<file path="config.mk">
export PLATFORM = sky130hd
export DESIGN_NAME = uart_tx_ctrl
export DESIGN_NICKNAME = d
export VERILOG_FILES = /design/src/rtl/uart_tx_ctrl.sv
export SDC_FILE = /design/constraint.sdc
export NUM_CORES = 1
export LEC_CHECK = 0
export ABC_AREA = 1
export CAP_MARGIN = 0
export CORE_AREA = 3 3 49 51
export DETAILED_ROUTE_END_ITERATION = 6
export DIE_AREA = 0 0 52 54
export GPL_TIMING_DRIVEN = 0
export PLACE_DENSITY = 0.81
export SETUP_SLACK_MARGIN = 0.5
export SLEW_MARGIN = 20
export SYNTH_ARGS = -nofsm -noshare
export SYNTH_HDL_FRONTEND = slang
export SYNTH_SLANG_ARGS = --single-unit
</file>
<file path="constraint.sdc">
create_clock -name clk -period 1.7 [get_ports clk]
set_input_delay 0.34 -clock clk [delete_from_list [all_inputs] [get_ports clk]]
set_output_delay 0.34 -clock clk [all_outputs]
set_load 0.005 [all_outputs]
</file>
<file path="src/rtl/uart_tx_ctrl.sv">
// UART transmit controller: frames a parallel word as start, LSB-first data,
// optional parity and stop bit, one bit per clk. Parity comes from an external calculator.

module uart_tx_ctrl_chk (
    input logic clk,
    input logic rst,
    input logic tx_out,
    input logic busy,
    input logic par_calc_en
);

    // line must idle high whenever no frame is in progress
    a_idle_high: assert property (@(posedge clk) disable iff (!rst) !busy |-> tx_out);

    // the parity enable only fires inside a frame (its START cycle)
    a_en_in_frame: assert property (@(posedge clk) disable iff (!rst) par_calc_en |-> busy);

    // the parity enable is a single-cycle pulse
    a_en_pulse: assert property (@(posedge clk) disable iff (!rst) par_calc_en |=> !par_calc_en);

endmodule

module uart_tx_ctrl #(
    parameter int DATA_WIDTH = 8
) (
    input  logic                  clk,
    input  logic                  rst,
    input  logic [DATA_WIDTH-1:0] p_data,
    input  logic                  data_valid,
    input  logic                  par_en,
    input  logic                  par_typ,
    input  logic                  parity_bit,
    output logic [DATA_WIDTH-1:0] par_calc_data,
    output logic                  par_calc_en,
    output logic                  par_calc_typ,
    output logic                  tx_out,
    output logic                  busy
);

    localparam int CNT_W = (DATA_WIDTH > 1) ? $clog2(DATA_WIDTH) : 1;
    localparam logic [CNT_W-1:0] CNT_LAST = CNT_W'(DATA_WIDTH - 1);

    typedef enum logic [2:0] {
        IDLE   = 3'd0,
        START  = 3'd1,
        DATA   = 3'd2,
        PARITY = 3'd3,
        STOP   = 3'd4
    } state_t;

    state_t                state_r;
    state_t                state_s;
    logic [CNT_W-1:0]      cnt_r;
    logic [CNT_W-1:0]      cnt_s;
    logic [DATA_WIDTH-1:0] data_r;
    logic [DATA_WIDTH-1:0] data_s;
    logic                  par_en_r;
    logic                  par_en_s;
    logic                  typ_r;
    logic                  typ_s;
    logic                  en_r;
    logic                  en_s;
    logic                  tx_r;
    logic                  tx_s;
    logic                  busy_r;
    logic                  busy_s;
    logic                  accept_s;

    // next-state and bit-counter logic; a request is only taken in IDLE or at the end of STOP
    always_comb begin
        state_s  = state_r;
        cnt_s    = cnt_r;
        accept_s = 1'b0;
        case (state_r)
            IDLE: begin
                if (data_valid) begin
                    state_s  = START;
                    accept_s = 1'b1;
                end else begin
                    state_s  = IDLE;
                end
            end
            START: begin
                state_s = DATA;
                cnt_s   = {CNT_W{1'b0}};
            end
            DATA: begin
                if (cnt_r == CNT_LAST) begin
                    state_s = par_en_r ? PARITY : STOP;
                    cnt_s   = {CNT_W{1'b0}};
                end else begin
                    state_s = DATA;
                    cnt_s   = cnt_r + CNT_W'(1);
                end
            end
            PARITY: begin
                state_s = STOP;
            end
            STOP: begin
                if (data_valid) begin
                    state_s  = START;
                    accept_s = 1'b1;
                end else begin
                    state_s  = IDLE;
                end
            end
            default: begin
                state_s = IDLE;
                cnt_s   = {CNT_W{1'b0}};
            end
        endcase
    end

    // frame configuration is captured once per accepted request and held for the whole frame
    always_comb begin
        data_s   = data_r;
        par_en_s = par_en_r;
        typ_s    = typ_r;
        if (accept_s) begin
            data_s   = p_data;
            par_en_s = par_en;
            typ_s    = par_typ;
        end else begin
            data_s   = data_r;
            par_en_s = par_en_r;
            typ_s    = typ_r;
        end
    end

    // output decode from the upcoming state so every output is a register
    always_comb begin
        en_s   = accept_s;
        busy_s = (state_s != IDLE);
        tx_s   = 1'b1;
        case (state_s)
            IDLE:    tx_s = 1'b1;
            START:   tx_s = 1'b0;
            DATA:    tx_s = data_s[cnt_s];
            PARITY:  tx_s = parity_bit;
            STOP:    tx_s = 1'b1;
            default: tx_s = 1'b1;
        endcase
    end

    // state and output registers with synchronous active-low reset
    always_ff @(posedge clk) begin
        if (!rst) begin
            state_r  <= IDLE;
            cnt_r    <= {CNT_W{1'b0}};
            data_r   <= {DATA_WIDTH{1'b0}};
            par_en_r <= 1'b0;
            typ_r    <= 1'b0;
            en_r     <= 1'b0;
            tx_r     <= 1'b1;
            busy_r   <= 1'b0;
        end else begin
            state_r  <= state_s;
            cnt_r    <= cnt_s;
            data_r   <= data_s;
            par_en_r <= par_en_s;
            typ_r    <= typ_s;
            en_r     <= en_s;
            tx_r     <= tx_s;
            busy_r   <= busy_s;
        end
    end

    assign par_calc_data = data_r;
    assign par_calc_en   = en_r;
    assign par_calc_typ  = typ_r;
    assign tx_out        = tx_r;
    assign busy          = busy_r;

    uart_tx_ctrl_chk u_chk (
        .clk         (clk),
        .rst         (rst),
        .tx_out      (tx_r),
        .busy        (busy_r),
        .par_calc_en (en_r)
    );

endmodule

</file>
==> results.json <==
{
  "synth_area_leader_cell": "dfxtp_1",
  "synth_xor_area_share_pct": 0,
  "routed_wirelength_um": 2500,
  "vias": 924,
  "power_switching_mw": 0.310,
  "htreeDepth": 1,
  "clockBufferDepth": 2,
  "critical_path_class": "reg -> reg",
  "core-area_um2": 1980,
  "critPathMaxFanout": 6,
  "numClockSinks": 19,
  "start_kind": "flop",
  "synth_mux_area_share_pct": 0,
  "finClkSkew_ns": 0.00571,
  "ios": 26,
  "powerDensity_nw_per_um2": 746,
  "synth_nets": 139,
  "synthArstFlopShare_pct": 0,
  "synth_cell_types": 19,
  "instances_no_fill": 190,
  "min_path_cells": 2,
  "cts_buffers": 3,
  "synthSimpleGateAreaFrac_pct": 36.2,
  "synth_top_family_by_area": "simple AND/OR/NAND/NOR gates",
  "drc": 0,
  "hp-start": "par_en_r",
  "syn_inst": 123,
  "swShare_pct": 30.0,
  "hp-class": "reg -> reg",
  "avgViaCountPerCell": 4.86,
  "regToRegSetupSlack_ns": 0.26,
  "clk_latency_ns": 0.29,
  "drt_iter0_markers": 9,
  "postCtsHoldBufs": 0,
  "dp_cells": 175,
  "power_mw": 1.03,
  "layout_commonest_cell": "nand2_1",
  "crit_chain": "ha_4 -> ha_4 -> nor2_2 -> nand2_4 -> nand2_4 -> nand2_1 -> nand3_1 -> nand3_1 -> nand3_1 -> nand2_1",
  "outcome": "finished, final reports clean",
  "die_w_um": 52,
  "ys_warn_count": 0,
  "synth.top_cell.area_share_pct": 42.7,
  "die-area_um2": 2810,
  "final.period_utilization_pct": 84.5,
  "diodes": 0,
  "drv_slew": 0,
  "finalSetupViolations": 0,
  "layout.nets": 180,
  "p_leak_nw": 0.634,
  "synth_edf_count": 0,
  "arrival_ns": 1.63,
  "pwr-share-comb_pct": 29.8,
  "synthAdderAreaFrac_pct": 2.81,
  "reg2reg_depth": 10,
  "num_rows": 16,
  "r2r-start": "cnt_r[1]",
  "ant_nets": 0,
  "clk_pin_slew_ns": 0.10,
  "maxSlewHeadroom_pct": 77.9,
  "cp_slowest_cell": "dfxtp_4",
  "grt_pass1_vias": 916,
  "power_frac_seq_pct": 49.0,
  "die_h_um": 54,
  "cp.required_ns": 1.89,
  "final-hold-violation-count": 0,
  "critPathCaptureType": "flop",
  "max_stage_delay_ns": 0.36,
  "synth-seq-area-share_pct": 42.7,
  "ys_ff_latch": 19,
  "tightest_slew_ns": 0.331,
  "cp_top_family": "simple AND/OR/NAND/NOR gates",
  "cts_tree": "built",
  "vdd_drop_max_uv": 557,
  "max_clock_freq_ghz": 0.696,
  "synth_area_um2": 891,
  "synth_area_leaders": "dfxtp_1 (43%), nand3_1 (9.0%), nand2_1 (8.4%)",
  "layout_common_cells": "nand2_1 (17), nor2_1 (15), inv_1 (14), nand3_1 (14), clkdlybuf4s50_1 (12)",
  "cpMostUsedCell": "nand3_1",
  "drive_above_1_share_pct": 39.3,
  "dp_hpwl_um": 1640,
  "clock_power_share_pct": 21.2,
  "p_int_mw": 0.721,
  "clockRootBuffer": "clkbuf_4",
  "initial_core_util_pct": 44.9,
  "ys.flop_type": "dfxtp_1",
  "grt_overflow": 0,
  "reg2reg_to": "tx_out",
  "area_growth_pct": 55.1,
  "drv_cap": 0,
  "first_pass_iters": 4,
  "grt_use_total_pct": 18.3,
  "wire_per_inst_um": 13.2,
  "gp_congestion": 0.743,
  "antenna_found_initial": 0,
  "crit_buf_inv": 0,
  "syn_area_per_cell_um2": 7.24,
  "port-buffer-count": 25,
  "grt_max_degree": 11,
  "rsz0062_at_grt": "yes",
  "fin_crit_ns": 1.44,
  "min_to": "par_en_r",
  "synth-compound-area-share_pct": 8.99,
  "fillCellCount": 154,
  "grt_first_pass_wirelength_um": 3770
}
-- layer usage --
metal  up-vias  routed length (µm)  track usage, %
li1        476                   -               -
met1       421                 985            18.3
met2        23                1380            37.0
met3         4                 105            4.99
met4         0                  30            3.93
met5         -                   0               0
-- worst register-to-register path, stage by stage, from the launching register on --
cell	delay (ns)
dfxtp_4	0.36
ha_4	0.16
ha_4	0.17
nor2_2	0.13
nand2_4	0.10
nand2_4	0.08
nand2_1	0.06
nand3_1	0.07
nand3_1	0.08
nand3_1	0.09
nand2_1	0.05
-- final cells by class --
type | count | area (µm²) | share of cell area, %
Inverter | 18 | 68.8 | 4.98
Timing Repair Buffer | 35 | 282 | 20.4
Sequential cell | 19 | 404 | 29.3
Buffer | 2 | 25.0 | 1.81
Multi-Input combinational cell | 85 | 542 | 39.2
Clock buffer | 4 | 26.3 | 1.90
Tap cell | 27 | 33.8 | 2.45
-- state kept, by name, indices dropped and copies added (netlist names) --
register,cells
busy,1
par_en_r,1
par_calc_en,1
par_calc_data,8
cnt_r,3
tx_out,1
state_r,3
par_calc_typ,1
-- repair_timing --
item | CTS | global route
endpoints found under the setup margin | 25 | 20
resized for setup | 42 | 34
setup buffers | 4 | 6
pin swaps | 5 | 7
gates cloned | 0 | 1
-- metrics by stage --
stage                     instance area, µm²  hold slack, ns  utilization [%]  setup TNS (ns)  setup slack [ns]
final                                   1380           0.511             69.7               0             0.264
after CTS                               1290           0.497             65.2               0             0.267
after global placement                  1210           0.449             61.0          -0.150            -0.150
after global routing                    1380           0.532             69.7               0             0.129
after detailed placement                1210           0.454             61.0          -0.160            -0.160
after floorplan                          926           0.444                -               0             0.415
-- worst max-delay path by stage --
stage	from	end	slack, ns	cells after the start
5_1_grt	state_r[2]	tx_out	0.13	10
2_1_floorplan	cnt_r[0]	tx_out	0.42	10
3_3_place_gp	data_valid	tx_out	-0.15	9
6_report	cnt_r[1]	tx_out	0.26	10
3_5_place_dp	data_valid	tx_out	-0.16	8
4_1_cts	state_r[1]	tx_out	0.27	9
-- power groups by stage --
stage                     logic [mW]  registers [mW]  clock network (mW)
after floorplan                0.140           0.514                   0
after global placement         0.253           0.510                   0
after detailed placement       0.258           0.513                   0
after CTS                      0.263           0.505               0.229
after global routing           0.341           0.509               0.243
final                          0.307           0.505               0.218
-- cells by family (layout without fill, tap and decap cells) --
logic type | count (synthesis) | count (layout)
compound gates | 14 | 14
flops | 19 | 19
simple gates | 68 | 69
buf+inv | 20 | 59
fa+ha+maj | 2 | 2
-- Yosys cell counts, types with 2 or more instances --
master    count
nor2_1       19
nand3_1      16
inv_1        16
nand2_2       7
nand2_1      20
ha_1          2
a21oi_1       4
dfxtp_1      19
o21ai_0       7
nand3b_1      4
Note: power is estimated with default switching activity, not from simulation.
